$ cat src/rtl/mult_bist_pkg.sv
// Shared types and width helpers for the multiplier self-test controller.
package mult_bist_pkg;

    typedef enum logic [1:0] {IDLE, RUN, DRAIN, DONE} bist_state_e;

    function automatic int prod_w(input int w);
        return 2 * w;
    endfunction

    // One extra bit so a fully correct sweep of 2^(2W) vectors is representable.
    function automatic int cnt_w(input int w);
        return 2 * w + 1;
    endfunction

    function automatic int sum_w(input int w);
        return 4 * w;
    endfunction

endpackage

$ cat src/rtl/mult_bist_if.sv
// Operand/product bus between the self-test controller and the multiplier under test.
interface mult_bist_if
    import mult_bist_pkg::*;
#(
    parameter int W = 4
);
    logic [W-1:0]         a_o;
    logic [W-1:0]         b_o;
    logic [prod_w(W)-1:0] y_i;

    modport master (output a_o, b_o, input y_i);
    modport slave  (input a_o, b_o, output y_i);
endinterface

$ cat src/rtl/mult_bist_exp_pipe.sv
// Delays the exact product and its valid flag by LAT cycles to line up with y_i.
module mult_bist_exp_pipe #(
    parameter int PW  = 8,
    parameter int LAT = 0
) (
    input  logic          clk,
    input  logic          rst_n,
    input  logic          in_vld,
    input  logic [PW-1:0] in_exp,
    output logic          out_vld,
    output logic [PW-1:0] out_exp
);
    generate
        if (LAT == 0) begin : g_pass
            logic unused_clk_rst;
            assign unused_clk_rst = clk ^ rst_n;
            assign out_vld        = in_vld;
            assign out_exp        = in_exp;
        end else begin : g_pipe
            logic [LAT:1]         vld_pipe;
            logic [LAT:1][PW-1:0] exp_pipe;

            always_ff @(posedge clk or negedge rst_n) begin
                if (!rst_n) begin
                    vld_pipe <= '0;
                    exp_pipe <= '0;
                end else begin
                    vld_pipe[1] <= in_vld;
                    exp_pipe[1] <= in_exp;
                    for (int i = 2; i <= LAT; i++) begin
                        vld_pipe[i] <= vld_pipe[i-1];
                        exp_pipe[i] <= exp_pipe[i-1];
                    end
                end
            end

            assign out_vld = vld_pipe[LAT];
            assign out_exp = exp_pipe[LAT];
        end
    endgenerate
endmodule

$ cat src/rtl/mult_bist_ctrl.sv
// Exhaustive sweep of all operand pairs into a multiplier, accumulating
// exact-match count, summed absolute error and worst-case error.
module mult_bist_ctrl
    import mult_bist_pkg::*;
#(
    parameter int W   = 4,
    parameter int LAT = 0
) (
    input  logic                  clk,
    input  logic                  rst_n,
    input  logic                  start,
    mult_bist_if.master           bus,
    output logic                  busy,
    output logic                  done,
    output logic [cnt_w(W)-1:0]   correct_cnt,
    output logic [sum_w(W)-1:0]   err_sum,
    output logic [prod_w(W)-1:0]  max_err
);
    localparam int PW  = prod_w(W);
    localparam int CW  = cnt_w(W);
    localparam int SW  = sum_w(W);
    localparam int DCW = (LAT > 1) ? $clog2(LAT) : 1;
    localparam logic [PW-1:0]  LAST_IDX   = '1;
    localparam logic [DCW-1:0] DRAIN_LAST = DCW'((LAT > 0) ? LAT - 1 : 0);

    bist_state_e    state_q, state_d;
    logic [PW-1:0]  idx_q;
    logic [DCW-1:0] drain_q;
    logic           check_en, chk_vld;
    logic [PW-1:0]  exp_in, exp_out, diff;
    logic [PW:0]    delta;

    // idx is the operand register itself: A is the upper half, B the lower.
    assign bus.a_o = idx_q[PW-1:W];
    assign bus.b_o = idx_q[W-1:0];
    assign exp_in  = PW'(bus.a_o) * PW'(bus.b_o);

    mult_bist_exp_pipe #(.PW(PW), .LAT(LAT)) u_exp_pipe (
        .clk     (clk),
        .rst_n   (rst_n),
        .in_vld  (state_q == RUN),
        .in_exp  (exp_in),
        .out_vld (chk_vld),
        .out_exp (exp_out)
    );

    // Difference taken one bit wider so the sign survives, then folded to |diff|.
    assign delta = {1'b0, bus.y_i} - {1'b0, exp_out};
    assign diff  = delta[PW] ? PW'(-delta) : delta[PW-1:0];

    always_ff @(posedge clk or negedge rst_n) begin
        if (!rst_n) state_q <= IDLE;
        else        state_q <= state_d;
    end

    always_comb begin
        state_d  = state_q;
        busy     = 1'b0;
        done     = 1'b0;
        check_en = 1'b0;
        case (state_q)
            IDLE: if (start) state_d = RUN;
            RUN: begin
                busy     = 1'b1;
                check_en = chk_vld;
                if (idx_q == LAST_IDX) state_d = (LAT == 0) ? DONE : DRAIN;
            end
            DRAIN: begin
                busy     = 1'b1;
                check_en = chk_vld;
                if (drain_q == DRAIN_LAST) state_d = DONE;
            end
            DONE: begin
                done    = 1'b1;
                state_d = IDLE;
            end
            default: state_d = IDLE;
        endcase
    end

    always_ff @(posedge clk or negedge rst_n) begin
        if (!rst_n) begin
            idx_q       <= '0;
            drain_q     <= '0;
            correct_cnt <= '0;
            err_sum     <= '0;
            max_err     <= '0;
        end else begin
            if (state_q == IDLE && start) begin
                idx_q       <= '0;
                correct_cnt <= '0;
                err_sum     <= '0;
                max_err     <= '0;
            end else if (state_q == RUN && idx_q != LAST_IDX) begin
                idx_q <= idx_q + PW'(1);
            end

            drain_q <= (state_q == DRAIN) ? drain_q + DCW'(1) : '0;

            if (check_en) begin
                if (diff == '0) correct_cnt <= correct_cnt + CW'(1);
                err_sum <= err_sum + SW'(diff);
                if (diff > max_err) max_err <= diff;
            end
        end
    end
endmodule

$ cat src/flat_wrapper.sv
// flat-port wrapper written by rule: the top's interface ports become plain ports
module mult_bist_ctrl_flat import mult_bist_pkg::*;
#(
    parameter int W   = 4,
    parameter int LAT = 0
)
  (clk, rst_n, start, busy, done, correct_cnt, err_sum, max_err, bus_a_o, bus_b_o, bus_y_i);
  mult_bist_if #(.W(W)) bus_i ();
  input  logic clk;
  input  logic rst_n;
  input  logic start;
  output logic busy;
  output logic done;
  output logic [cnt_w(W)-1:0] correct_cnt;
  output logic [sum_w(W)-1:0] err_sum;
  output logic [prod_w(W)-1:0] max_err;
  output wire logic [$bits(bus_i.a_o)-1:0] bus_a_o;
  output wire logic [$bits(bus_i.b_o)-1:0] bus_b_o;
  input wire logic [$bits(bus_i.y_i)-1:0] bus_y_i;
  assign bus_a_o = bus_i.a_o;
  assign bus_b_o = bus_i.b_o;
  assign bus_i.y_i = bus_y_i;
  mult_bist_ctrl #(.W(W), .LAT(LAT)) u_core (.clk(clk), .rst_n(rst_n), .start(start), .bus(bus_i), .busy(busy), .done(done), .correct_cnt(correct_cnt), .err_sum(err_sum), .max_err(max_err));
endmodule
$ cat config.mk
export PLATFORM = sky130hd
export DESIGN_NAME = mult_bist_ctrl_flat
export DESIGN_NICKNAME = d
export VERILOG_FILES = /design/src/rtl/mult_bist_pkg.sv /design/src/rtl/mult_bist_if.sv /design/src/rtl/mult_bist_exp_pipe.sv /design/src/rtl/mult_bist_ctrl.sv /design/src/flat_wrapper.sv
export SDC_FILE = /design/constraint.sdc
export NUM_CORES = 1
export LEC_CHECK = 0
export CORE_ASPECT_RATIO = 1.1
export CORE_MARGIN = 8
export CORE_UTILIZATION = 55
export DETAILED_ROUTE_END_ITERATION = 16
export PLACE_DENSITY = 0.8
export SYNTH_ARGS = -nofsm -noshare
export SYNTH_HDL_FRONTEND = slang
export SYNTH_HIERARCHICAL = 1
export SYNTH_SLANG_ARGS = --single-unit
$ cat constraint.sdc
create_clock -name clk -period 6.6 [get_ports clk]
set_input_delay 1.32 -clock clk [delete_from_list [all_inputs] [get_ports clk]]
set_output_delay 1.32 -clock clk [all_outputs]
set_load 0.005 [all_outputs]
==> impl_results.md, run 1 <==
* Worst path top cell family by delay: compound AO/OA/AOI/OAI gates
* Synth Instances at 444
* Seq/Total Area, Yosys at 0.278
* Comb pwr share at 0.558
* Slew HR at 0.336
* WS Path Type: flop to flop
* Vias in the first global route at approximately 3300
* Global-route wire length before repair at 14900 um
* Mapped Area at between 3000 and 4000 um2
* Main combinational cell family by area after synthesis: simple AND/OR/NAND/NOR gates
* Compound-Gate Fraction of Synth Area at 0.154
* DP Wirelength at 6860 um
* Most used cell, CP: a21oi_1
* Syn. warnings at 6
* WP data required at a little under 7 ns
* Post-synth EDFFs at 0
* Final nets at about 550
* Drc violations at 0
* Largest net degree at the start of global routing at 45
* DRT iter0 DRCs at between 100 and 150
* Simple-gate share of the synthesized area at 0.209
* Share of cells above drive strength 1 at 0.0661
* FMAX at 162 MHz
* HP Class: flop to flop
* CP Data Arrival Time at ~6.4 ns
* Post-Route WL at around 8800 um
* Endpoints failing setup at 0
* Net Sw Frac at 0.418
* Worst Path Max Fanout at 9
* Core Box Area at between 7000 and 8000 um2
* Tot GR Track Use at 0.170
* Row cnt at 32
* Initial Util at 0.566
* Internal at ~780 uW
* CTS Hold Bufs at 0
* Psw at between 500 and 600 uW
* Skew-Pair Late Insertion Delay at approximately 0.29 ns
* Setup TNS at 0 ns
* Vias per cell at about 5.7
* Worst path bufs/invs at 2
* Synth Register Bits at 44
* Final Max Tran Viols at 0
* Status: complete, no violations
* Tcrit/Tclk final at 0.937
* Root buf cell: clkbuf_8
* H-tree lvl count at 2
* CP max stage delay at 0.55 ns
* Crit end category: flop
* CTS max path bufs at 2
* CP max-delay cell: fa_1
* Max rail drop VDD at roughly 270 uV
* Max_cap viols at 0
* GR Overflow Total at 0
* Leak at 2.16 nW
* Clk_skew at ~0.0063 ns
* RSZ-0062 raised after global routing: false
* Worst Setup Slack post-DPL at approximately 0.36 ns
* Buffers on Ports at between 50 and 60
* Die height at 105 um
* TritonCTS clock tree: yes
* Predominant post-synthesis flop cell: dfrtp_1
* Initial antenna violation count at 0
* Die area at slightly above 10000 um2
* Net count after synthesis at 506
* Post-synthesis mux area share at 0.0476
* Clock power frac at 0.122
* WL/cell at approximately 15 um
* Slew at the pin closest to its max-slew limit at about 1.0 ns
* Area growth from synthesis to layout at 15.1%
* Pwr per Cell Area at ~300 nW/um2
* Ant. Diodes at 0
* Final WS setup at around 0.41 ns
* Tmin final at approximately 6.2 ns
* Ys async rst share at 1.00
* Synth Area in Adders at 0.172
* Critical-path cell list: nand2_1 -> fa_1 -> fa_1 -> inv_1 -> ha_1 -> a21o_1 -> a21oi_1 -> o21bai_1 -> a21oi_1 -> xnor2_1 -> inv_1 -> ha_1 -> o21ai_0 -> nor2_1 -> o22a_4 -> a21oi_1 -> xnor2_1 -> ha_1 -> a21oi_1 -> a2111oi_0 -> nor2_1 -> o31ai_1 -> o31ai_4 -> mux2_2
* CTS Buf Count at 5
* Clock transition at path regs at approximately 0.080 ns
* CP Launch Type: flop
* Hold Vio Cnt, Final at 0
* First-pass DRT Iterations at 5
* Synth Area in XOR/XNOR at 0.0707
* Synth cell types at 65
* Utilization after layout at 0.651
* Die W at a little under 100 um
* Gp weighted congestion at just under 0.9
* I/O pin count at 54
* Syn_area_per_cell at slightly below 9 um2
* Final Hold Slack at roughly 0.44 ns
* Reg power frac at 0.320
* Clock sink count at 44
* Post-DRT Antenna Nets at 0
* Routed via count at ~3300
-- final cells by class --
type / instances / area (um2)
Fill cell: 565 / 2440
Sequential cell: 44 / 1100
Clock inverter: 2 / 12.5
Tap cell: 85 / 106
Inverter: 40 / 150
Timing Repair Buffer: 53 / 526
Clock buffer: 5 / 68.8
Multi-Input combinational cell: 340 / 2600
-- cell usage after synthesis (all sizes together) (2+ instances only) --
cell type / number / area [um2]
clkbuf: 8 / 30.0
xnor2: 14 / 138
mux2i: 11 / 110
a21o: 8 / 60.1
ha: 45 / 563
nand2b: 6 / 37.5
nor2: 36 / 138
xnor3: 2 / 45.0
dfrtp: 44 / 1100
xor2: 9 / 97.6
mux2: 7 / 78.8
o21ba: 2 / 20.0
a22o: 2 / 17.5
nand2: 44 / 165
o22ai: 3 / 18.8
a211oi: 5 / 47.5
nand4: 4 / 25.0
nor4b: 2 / 23.8
or2: 2 / 12.5
o31ai: 2 / 28.8
inv: 40 / 150
nor3b: 3 / 22.5
nor2b: 4 / 25.0
o211ai: 4 / 30.0
or4: 4 / 30.0
o21ai: 18 / 90.1
nor4: 3 / 18.8
nor3: 9 / 50.1
fa: 6 / 120
a211o: 8 / 70.1
a41oi: 4 / 50.1
nand3: 23 / 120
buf: 12 / 95.1
and2: 17 / 109
or3: 3 / 18.8
a21oi: 17 / 85.1
-- metal layers --
metal / wire length (um) / vias to the layer above / part of all wire / track usage
met4: 167 / 0 / 0.019 / 0.0616
li1: - / 1622 / - / -
met1: 3820 / 1572 / 0.43 / 0.191
met3: 355 / 11 / 0.040 / 0.0375
met2: 4440 / 56 / 0.51 / 0.306
met5: 0 / - / 0 / 0
-- state kept, by name, indices dropped and copies added (netlist names) --
| register | flops |
|---|---|
| u_core/idx_q | 8 |
| u_core/err_sum | 16 |
| u_core/state_q | 2 |
| u_core/max_err | 8 |
| u_core/drain_q | 1 |
| u_core/correct_cnt | 9 |
-- power groups by stage --
stage | clock [mW] | sequential (mW) | combinational (mW)
2_1_floorplan | 0 | 0.407 | 0.506
3_5_place_dp | 0 | 0.435 | 0.740
3_3_place_gp | 0 | 0.429 | 0.718
6_report | 0.163 | 0.428 | 0.746
4_1_cts | 0.172 | 0.430 | 0.746
5_1_grt | 0.179 | 0.443 | 0.836
-- worst paths after layout --
check                           startpoint               endpoint  slack (ns)  cells past startpoint
setup / recovery           u_core/idx_q[3]      u_core/max_err[4]        0.41                     24
hold / removal              u_core/drain_q         u_core/drain_q        0.44                      1
setup reg to reg           u_core/idx_q[3]      u_core/max_err[4]        0.41                     24
hold reg to reg             u_core/drain_q         u_core/drain_q        0.44                      1
max in group asynchronous            rst_n      u_core/max_err[5]        4.80                      1
min in group asynchronous            rst_n  u_core/correct_cnt[1]        1.17                      1
-- placed cells by master, fill, tap and decap left out, drive strengths merged, types with 2 or more instances in the layout --
cell type      netlist  final
xnor3                2      2
a211o                8      8
mux2i               11     11
clkbuf               8      5
mux2                 7      7
nand4                4      4
o22ai                3      3
o31ai                2      2
dfrtp               44     44
a21oi               17     17
fa                   6      6
clkdlybuf4s50        0     52
or3                  3      3
inv                 40     40
nor4                 3      3
ha                  45     45
a41oi                4      4
nand3               23     23
xnor2               14     14
nand2b               6      6
a21o                 8      8
a211oi               5      5
nand2               44     44
and2                17     17
xor2                 9      9
or2                  2      2
a22o                 2      2
o211ai               4      4
nor4b                2      2
nor2b                4      4
o21ba                2      2
o21ai               18     18
nor3b                3      3
nor3                 9      9
nor2                36     36
or4                  4      4
-- repair_timing --
| action | in CTS | in global routing |
|---|---|---|
| setup buffers | 0 | 0 |
| resized for setup | 0 | 2 |
| setup endpoints to repair | 0 | 4 |
-- cell families (layout without fill, tap and decap cells) --
family                     after synthesis  in the layout
adders and majority gates               51             51
DFF                                     44             44
and+or+nand+nor                        164            164
muxes                                   18             18
buffers and inverters                   60            100
xor gates and xnor gates                25             25
AOI/OAI and AO/OA                       82             82
-- per-stage QoR --
| stage | instance area [um2] | cells | power (mW) |
|---|---|---|---|
| after CTS | 4550 | 569 | 1.35 |
| final | 4560 | 569 | 1.34 |
| after global routing | 4560 | 569 | 1.46 |
| after floorplan | 3970 | 444 | 0.913 |
| after detailed placement | 4470 | 562 | 1.17 |
| after global placement | 4470 | 562 | 1.15 |
(Power assumes the default switching activity.)
==> inputs of run 2 (changes only) <==
Settings changed: CTS_CLUSTER_DIAMETER set to 60.
==> results of run 2 <==
Final layout, timing and power as in run 1 (identical DEF).
